### config.mk
export PLATFORM = sky130hd
export DESIGN_NAME = udp_checksum_word_sequencer_flat
export DESIGN_NICKNAME = d
export VERILOG_FILES = /design/src/rtl/udp_checksum_word_sequencer_pkg.sv /design/src/rtl/udp_checksum_word_sequencer_if.sv /design/src/rtl/udp_checksum_word_sequencer.sv /design/src/flat_wrapper.sv
export SDC_FILE = /design/constraint.sdc
export NUM_CORES = 1
export LEC_CHECK = 0
export ABC_AREA = 1
export ABC_CLOCK_PERIOD_IN_PS = 6150
export BUFFER_PORTS_ARGS = -buffer_cell sky130_fd_sc_hd__buf_2
export CORE_ASPECT_RATIO = 0.8
export CORE_UTILIZATION = 60
export DETAILED_ROUTE_END_ITERATION = 12
export PLACE_DENSITY = 0.95
export SLEW_MARGIN = 15
export SYNTH_ARGS = -nofsm -noshare
export SYNTH_HDL_FRONTEND = slang
export SYNTH_SLANG_ARGS = --single-unit
### constraint.sdc
create_clock -name clk -period 6.15 [get_ports clk]
set_clock_uncertainty 0.2 [all_clocks]
set_input_delay 1.23 -clock clk [delete_from_list [all_inputs] [get_ports clk]]
set_output_delay 1.23 -clock clk [all_outputs]
set_load 0.02 [all_outputs]
### src/rtl/udp_checksum_word_sequencer_pkg.sv
// Shared definitions for the UDP checksum word sequencer: header geometry,
// FSM encoding, captured header record and the payload length helper.
package udp_checksum_word_sequencer_pkg;

  localparam int         UDP_HDR_BYTES = 8;
  localparam int         PSEUDO_WORDS  = 6;
  localparam int         HDR_WORDS     = 10;
  localparam logic [7:0] UDP_PROTOCOL  = 8'h11;

  localparam logic [2:0] ST_IDLE    = 3'd0;
  localparam logic [2:0] ST_CLEAR   = 3'd1;
  localparam logic [2:0] ST_HDR     = 3'd2;
  localparam logic [2:0] ST_PAYLOAD = 3'd3;
  localparam logic [2:0] ST_WAIT    = 3'd4;
  localparam logic [2:0] ST_DONE    = 3'd5;

  typedef struct packed {
    logic [31:0] src_ip;
    logic [31:0] dst_ip;
    logic [15:0] src_port;
    logic [15:0] dst_port;
    logic [15:0] udp_length;
  } udp_hdr_t;

  // Payload words implied by the UDP length field; an odd trailing byte
  // still occupies a full word.
  function automatic logic [15:0] expected_words(input logic [15:0] udp_length);
    logic [15:0] body;
    body = udp_length - 16'(UDP_HDR_BYTES) + 16'd1;
    return body >> 1;
  endfunction

endpackage

### src/rtl/udp_checksum_word_sequencer_if.sv
// Payload stream in, checksum-calculator word stream out.
// master: the sequencer; slave: payload source / calculator side.
interface udp_checksum_word_sequencer_if #(
  parameter int LENGTH = 16
);

  logic [LENGTH-1:0] payload_data;
  logic              payload_valid;
  logic              payload_last;
  logic              payload_odd;
  logic              payload_ready;
  logic [LENGTH-1:0] word_out;
  logic              word_valid;
  logic              chk_clear;

  modport master (
    input  payload_data,
    input  payload_valid,
    input  payload_last,
    input  payload_odd,
    output payload_ready,
    output word_out,
    output word_valid,
    output chk_clear
  );

  modport slave (
    output payload_data,
    output payload_valid,
    output payload_last,
    output payload_odd,
    input  payload_ready,
    input  word_out,
    input  word_valid,
    input  chk_clear
  );

endinterface

### src/rtl/udp_checksum_word_sequencer.sv
// Serialises pseudo-header, UDP header and payload into 16-bit words for the
// checksum calculator, and checks the payload length against udp_length.
//
// state      | meaning
// -----------+---------------------------------------------------------
// ST_IDLE    | waiting for start; captured fields and length_error held
// ST_CLEAR   | one-cycle chk_clear to the calculator
// ST_HDR     | ten header words, one per cycle, no stalls
// ST_PAYLOAD | payload_ready=1, words forwarded as they arrive
// ST_WAIT    | DONE_DELAY cycles for the calculator output to settle
// ST_DONE    | one-cycle done pulse, length_error valid
module udp_checksum_word_sequencer
  import udp_checksum_word_sequencer_pkg::*;
#(
  parameter int         LENGTH     = 16,
  parameter logic [7:0] PROTOCOL   = UDP_PROTOCOL,
  parameter int         DONE_DELAY = 1
) (
  input  logic                          clk,
  input  logic                          reset,
  input  logic                          start,
  input  logic [31:0]                   src_ip,
  input  logic [31:0]                   dst_ip,
  input  logic [15:0]                   src_port,
  input  logic [15:0]                   dst_port,
  input  logic [15:0]                   udp_length,
  udp_checksum_word_sequencer_if.master dp,
  output logic                          busy,
  output logic                          done,
  output logic                          length_error
);

  localparam int                WAIT_W       = 8;
  localparam logic [WAIT_W-1:0] WAIT_LOAD    = WAIT_W'(DONE_DELAY - 1);
  localparam logic [3:0]        LAST_HDR_IDX = 4'(HDR_WORDS - 1);
  localparam logic [15:0]       MIN_LENGTH   = 16'(UDP_HDR_BYTES);

  if (LENGTH != 16) begin : g_length_check
    $error("udp_checksum_word_sequencer: only LENGTH=16 is supported");
  end
  if (DONE_DELAY < 1 || DONE_DELAY > (1 << WAIT_W)) begin : g_delay_check
    $error("udp_checksum_word_sequencer: DONE_DELAY out of range");
  end
  if (PSEUDO_WORDS + UDP_HDR_BYTES / 2 != HDR_WORDS) begin : g_hdr_check
    $error("udp_checksum_word_sequencer: inconsistent header geometry");
  end

  logic [2:0]        state;
  logic [3:0]        hdr_idx;
  logic [WAIT_W-1:0] wait_cnt;
  logic [15:0]       word_cnt;
  logic [15:0]       word_cnt_inc;
  udp_hdr_t          hdr;
  logic              busy_q;
  logic              len_err_q;
  logic              err_pending;
  logic              accept;
  logic              last_accept;
  logic              last_err;
  logic              short_len;
  logic [15:0]       hdr_word;

  assign accept       = (state == ST_PAYLOAD) && dp.payload_valid;
  assign last_accept  = accept && dp.payload_last;
  assign word_cnt_inc = (word_cnt == 16'hFFFF) ? word_cnt : word_cnt + 16'd1;
  assign short_len    = hdr.udp_length < MIN_LENGTH;
  assign last_err     = (word_cnt_inc != expected_words(hdr.udp_length))
                      || (dp.payload_odd != hdr.udp_length[0]);

  always_comb begin
    hdr_word = 16'h0000;
    case (hdr_idx)
      4'd0:    hdr_word = hdr.src_ip[31:16];
      4'd1:    hdr_word = hdr.src_ip[15:0];
      4'd2:    hdr_word = hdr.dst_ip[31:16];
      4'd3:    hdr_word = hdr.dst_ip[15:0];
      4'd4:    hdr_word = {8'h00, PROTOCOL};
      4'd5:    hdr_word = hdr.udp_length;
      4'd6:    hdr_word = hdr.src_port;
      4'd7:    hdr_word = hdr.dst_port;
      4'd8:    hdr_word = hdr.udp_length;
      default: hdr_word = 16'h0000;
    endcase
  end

  // Payload words pass straight through so the calculator sees them in the
  // same cycle they are accepted; a trailing odd byte is zero-padded.
  always_comb begin
    dp.word_out   = 16'h0000;
    dp.word_valid = 1'b0;
    case (state)
      ST_HDR: begin
        dp.word_out   = hdr_word;
        dp.word_valid = 1'b1;
      end
      ST_PAYLOAD: begin
        dp.word_out[15:8] = dp.payload_data[15:8];
        dp.word_out[7:0]  = (dp.payload_last && dp.payload_odd) ? 8'h00
                                                                 : dp.payload_data[7:0];
        dp.word_valid     = dp.payload_valid;
      end
      default: begin
        dp.word_out   = 16'h0000;
        dp.word_valid = 1'b0;
      end
    endcase
  end

  assign dp.chk_clear     = (state == ST_CLEAR);
  assign dp.payload_ready = (state == ST_PAYLOAD);
  assign done             = (state == ST_DONE);
  assign busy             = busy_q;
  assign length_error     = len_err_q;

  always_ff @(posedge clk or negedge reset) begin
    if (!reset) begin
      state       <= ST_IDLE;
      hdr_idx     <= 4'd0;
      wait_cnt    <= '0;
      word_cnt    <= 16'd0;
      hdr         <= '0;
      busy_q      <= 1'b0;
      len_err_q   <= 1'b0;
      err_pending <= 1'b0;
    end else begin
      case (state)
        ST_IDLE: begin
          if (start) begin
            hdr.src_ip     <= src_ip;
            hdr.dst_ip     <= dst_ip;
            hdr.src_port   <= src_port;
            hdr.dst_port   <= dst_port;
            hdr.udp_length <= udp_length;
            busy_q         <= 1'b1;
            len_err_q      <= 1'b0;
            err_pending    <= 1'b0;
            word_cnt       <= 16'd0;
            hdr_idx        <= 4'd0;
            state          <= ST_CLEAR;
          end
        end
        ST_CLEAR: begin
          hdr_idx <= 4'd0;
          state   <= ST_HDR;
        end
        ST_HDR: begin
          if (hdr_idx == LAST_HDR_IDX) begin
            hdr_idx <= 4'd0;
            if (hdr.udp_length > MIN_LENGTH) begin
              state <= ST_PAYLOAD;
            end else begin
              err_pending <= short_len;
              wait_cnt    <= WAIT_LOAD;
              state       <= ST_WAIT;
            end
          end else begin
            hdr_idx <= hdr_idx + 4'd1;
          end
        end
        ST_PAYLOAD: begin
          if (accept) begin
            word_cnt <= word_cnt_inc;
          end
          if (last_accept) begin
            err_pending <= last_err;
            wait_cnt    <= WAIT_LOAD;
            state       <= ST_WAIT;
          end
        end
        ST_WAIT: begin
          if (wait_cnt == '0) begin
            len_err_q <= err_pending;
            state     <= ST_DONE;
          end else begin
            wait_cnt <= wait_cnt - 1'b1;
          end
        end
        ST_DONE: begin
          busy_q <= 1'b0;
          state  <= ST_IDLE;
        end
        default: begin
          busy_q <= 1'b0;
          state  <= ST_IDLE;
        end
      endcase
    end
  end

endmodule

### src/flat_wrapper.sv
// flat-port wrapper written by rule: the top's interface ports become plain ports
module udp_checksum_word_sequencer_flat import udp_checksum_word_sequencer_pkg::*;
#(
  parameter int         LENGTH     = 16,
  parameter logic [7:0] PROTOCOL   = UDP_PROTOCOL,
  parameter int         DONE_DELAY = 1
)
  (clk, reset, start, src_ip, dst_ip, src_port, dst_port, udp_length, busy, done, length_error, dp_payload_data, dp_payload_valid, dp_payload_last, dp_payload_odd, dp_payload_ready, dp_word_out, dp_word_valid, dp_chk_clear);
  udp_checksum_word_sequencer_if #(.LENGTH(LENGTH)) dp_i ();
  input  logic clk;
  input  logic reset;
  input  logic start;
  input  logic [31:0] src_ip;
  input  logic [31:0] dst_ip;
  input  logic [15:0] src_port;
  input  logic [15:0] dst_port;
  input  logic [15:0] udp_length;
  output logic busy;
  output logic done;
  output logic length_error;
  input wire logic [$bits(dp_i.payload_data)-1:0] dp_payload_data;
  input wire logic [$bits(dp_i.payload_valid)-1:0] dp_payload_valid;
  input wire logic [$bits(dp_i.payload_last)-1:0] dp_payload_last;
  input wire logic [$bits(dp_i.payload_odd)-1:0] dp_payload_odd;
  output wire logic [$bits(dp_i.payload_ready)-1:0] dp_payload_ready;
  output wire logic [$bits(dp_i.word_out)-1:0] dp_word_out;
  output wire logic [$bits(dp_i.word_valid)-1:0] dp_word_valid;
  output wire logic [$bits(dp_i.chk_clear)-1:0] dp_chk_clear;
  assign dp_i.payload_data = dp_payload_data;
  assign dp_i.payload_valid = dp_payload_valid;
  assign dp_i.payload_last = dp_payload_last;
  assign dp_i.payload_odd = dp_payload_odd;
  assign dp_payload_ready = dp_i.payload_ready;
  assign dp_word_out = dp_i.word_out;
  assign dp_word_valid = dp_i.word_valid;
  assign dp_chk_clear = dp_i.chk_clear;
  udp_checksum_word_sequencer #(.LENGTH(LENGTH), .PROTOCOL(PROTOCOL), .DONE_DELAY(DONE_DELAY)) u_core (.clk(clk), .reset(reset), .start(start), .src_ip(src_ip), .dst_ip(dst_ip), .src_port(src_port), .dst_port(dst_port), .udp_length(udp_length), .dp(dp_i), .busy(busy), .done(done), .length_error(length_error));
endmodule
==> key figures <==
Timing
  – Period minus WS final: 4.265 ns
  – Hold Vio Cnt, Final: 0
  – Final worst slack: ~1.9 ns
  – RSZ-0062 raised after global routing: no
  – Rel. slew slack: roughly 21%
  – Fin crit share: 69.35%
  – Fmax achieved: around 0.23 GHz
  – Worst-margin pin slew: 1.187 ns
  – Final Setup Violations: 0
  – Sum Neg Setup Slack: 0 ns
  – Slew Limit Fails: 0

Setup path
  – CP delay by family, top: simple AND/OR/NAND/NOR gates
  – Setup crit start: u_core.hdr_idx[2]$_DFFE_PN0P_
  – Reg-to-reg slack, setup: ~3.4 ns
  – Worst Path Arrival: 2.84 ns
  – CP Capture Type: output pin
  – CP max stage cell: nor2_1
  – WS Path Type: reg -> out
  – FF-to-FF path depth: 6
  – Capture point of the worst path: dp_word_out[12]
  – WP depth: 8
  – RR Endpoint: u_core.hdr[16]$_DFFE_PN0P_
  – CP required: approximately 4.7 ns
  – Crit-path cells: inv_1 > nor2_1 > inv_1 > nor2_1 > a22oi_1 > nand3_1 > a22o_1 > buf_2
  – Max FO, Critical Path: 16
  – Bufs and invs on worst path: 3
  – Element type at the critical path start: flip-flop
  – Critical Path Max Stage Delay: approximately 0.91 ns
  – R2r startpoint: u_core.state[0]$_DFFE_PN0P_

Run status
  – Outcome: completed

Clock network
  – Post-CTS Setup Inserts: 0
  – Post-CTS sizing: 0
  – CTS hold repair buffers: 0
  – Cts bufs inserted: 17
  – Root cell of the clock tree: clkbuf_16
  – Skew-Pair Late Insertion Delay: 0.44 ns
  – H-tree Lvls: 4
  – Clock sinks: 146
  – CTS tree: built
  – Reg clk slew, reported paths: about 0.07 ns
  – Clock tree buffer depth: 2

Route
  – Pre-antenna DRT Iters: 6
  – Post-DRT Antenna Nets: 0
  – Vias: 7472
  – WL final: between 20 and 25 mm
  – Drt via density: slightly above 6
  – Average wire per standard cell: around 19 µm
  – Drt drc: 0
  – DRT iter0 DRCs: between 1000 and 1500

Finish
  – # fillers: 852
  – Final instance area: just over 9000 µm²
  – Share of cells above drive strength 1: a little over a quarter
  – Final nets: approximately 1200
  – Final Core Density: between 70% and 80%
  – Sequential standard cell area: roughly 3700 µm²
  – Ant. Diodes: 0
  – Area taken by multi-input logic gates: 3672 µm²
  – Area Growth Syn to Fin: 19.10%

Global routing
  – Vias in the first global route: approximately 7300
  – Congestion Overflow GR: 0
  – Initial antenna violation count: 0
  – Maximum number of pins on one net before global-route repair: 90
  – First-pass GRT wire length: between 30 and 40 mm
  – GRT Util Overall: between 30% and 40%

Logic synthesis
  – Main synth FF type: dfrtp_1
  – Unique masters post-synth: 39
  – Flops & latches, synth: between 100 and 150
  – Number of synthesis warnings: 0
  – Cells after synthesis: 905
  – Async SR Flop Fraction: 100.0%
  – Syn nets: approximately 1000
  – Syn Std Cell Area: 7834 µm²
  – Post-synth EDFFs: 0
  – Syn Area/Cell: around 8.7 µm²
  – Seq/Total Area, Yosys: ~47%

Floorplan
  – Die Wd: around 130 µm
  – Die area: approximately 14000 µm²
  – Die Y: roughly 100 µm
  – Starting Density: between 60% and 70%
  – Ports: roughly 160
  – Floorplan core area: 12430 µm²
  – Number of placement rows: 36

Power
  – PD cells: about 530 nW/µm²
  – Peak supply drop: between 0.2 and 0.3 mV
  – LEAKAGE: between 4 and 5 nW
  – Pwr Total: 4.968 mW

Placement
  – Detail Placement HPWL: approximately 17 mm
  – DP Worst Slack: 2.474 ns
  – GPL Wtd Cong: 0.9838
  – Placed Instance Area: roughly 8700 µm²
  – IO buf count: about 160

Hold path
  – Hold WC Path Type: reg -> reg

Job
  – Max_cap viols: 0
cells in the final DEF (no fill, tap or decap), drive strengths merged, types with 4 or more instances in the layout:
cell type	n
clkbuf	17
o22ai	10
a221oi	10
ha	4
o31ai	6
nand2	208
o21ai	33
a211oi	7
buf	160
a22o	7
xnor2	4
o2111ai	4
inv	105
clkinv	7
a22oi	6
dfrtp	146
nor2	97
a21oi	35
nand3	75
xor2	12
mux2	87
nand4	15
layout make-up:
class,instances,area share (%)
repair buffers,160,8.784
well taps,171,2.293
clock inverters,15,1.918
clock buffers,17,4.559
multi-input cells,630,39.36
inverters,97,3.929
flip-flops and latches,146,39.16
per-stage QoR:
stage	std cells	hold WS [ns]
floorplan	905	0.2433
detailed placement	1204	0.2683
CTS	1236	0.2767
global placement	1204	0.2576
global route	1236	0.3042
finish	1236	0.2737
flip-flops by register name, indices dropped and copies added, names as in the netlist:
signal and count:
u_core.hdr 112, u_core.word_cnt 16, u_core.wait_cnt 8, u_core.hdr_idx 4, u_core.state 3, u_core.busy 1, u_core.err_pending 1, u_core.length_error 1
worst min path at each step:
stage	startpoint	end	slack, ns	depth (start not counted)
after floorplan	u_core.wait_cnt[0]$_DFFE_PN0P_	u_core.wait_cnt[0]$_DFFE_PN0P_	0.24	1
after global placement	u_core.wait_cnt[0]$_DFFE_PN0P_	u_core.wait_cnt[0]$_DFFE_PN0P_	0.26	1
after detailed placement	u_core.wait_cnt[0]$_DFFE_PN0P_	u_core.wait_cnt[0]$_DFFE_PN0P_	0.27	1
after CTS	u_core.wait_cnt[0]$_DFFE_PN0P_	u_core.wait_cnt[0]$_DFFE_PN0P_	0.28	1
after global routing	u_core.wait_cnt[0]$_DFFE_PN0P_	u_core.wait_cnt[0]$_DFFE_PN0P_	0.30	1
final	u_core.wait_cnt[0]$_DFFE_PN0P_	u_core.wait_cnt[0]$_DFFE_PN0P_	0.27	1
power by group:
part	leakage [nW]	internal (mW)	switching (mW)
clock network	0.295	0.550	0.497
logic	2.60	0.813	1.30
registers	1.75	1.42	0.390
layer usage:
metal / track usage, % / part of all wire, % / vias to the layer above
li1: - / - / 3335
met1: 49.36 / 40 / 3535
met2: 55.23 / 45 / 502
met3: 11.73 / 11 / 100
met4: 16.61 / 4.4 / 0
met5: 0 / 0 / -
Yosys cell counts, types with 9 or more instances:
cell,instances,area (µm²)
nand4_1,15,93.84
mux2_1,21,236.5
o21ai_1,9,45.04
a21oi_1,35,175.2
nor2_1,88,330.3
dfrtp_1,146,3654
xor2_1,12,105.1
o22ai_1,10,62.56
o21ai_0,23,115.1
a221oi_1,10,87.58
nand2_1,201,754.5
mux2_2,66,743.2
buf_2,21,105.1
nand3_1,75,375.4
inv_1,91,341.6
kinds of logic after synthesis:
logic type               Yosys count  share of synthesized area [%]
adder cells (fa/ha/maj)            4                         0.6389
AO/OA/AOI/OAI                    124                          10.19
XOR/XNOR                          16                          1.789
multiplexers                      87                          12.51
buffers and inverters            129                          6.644
flip-flops                       146                          46.64
AND/OR/NAND/NOR                  399                          21.59
worst reg2reg max path: stages, from the launching register on:
cell and delay, ns:
dfrtp_1 0.45, nor2_2 0.21, inv_1 0.07, nor2_1 0.20, nand2_4 0.54, buf_4 0.58, mux2_1 0.39
No activity file was read; power rests on OpenSTA's default activity.
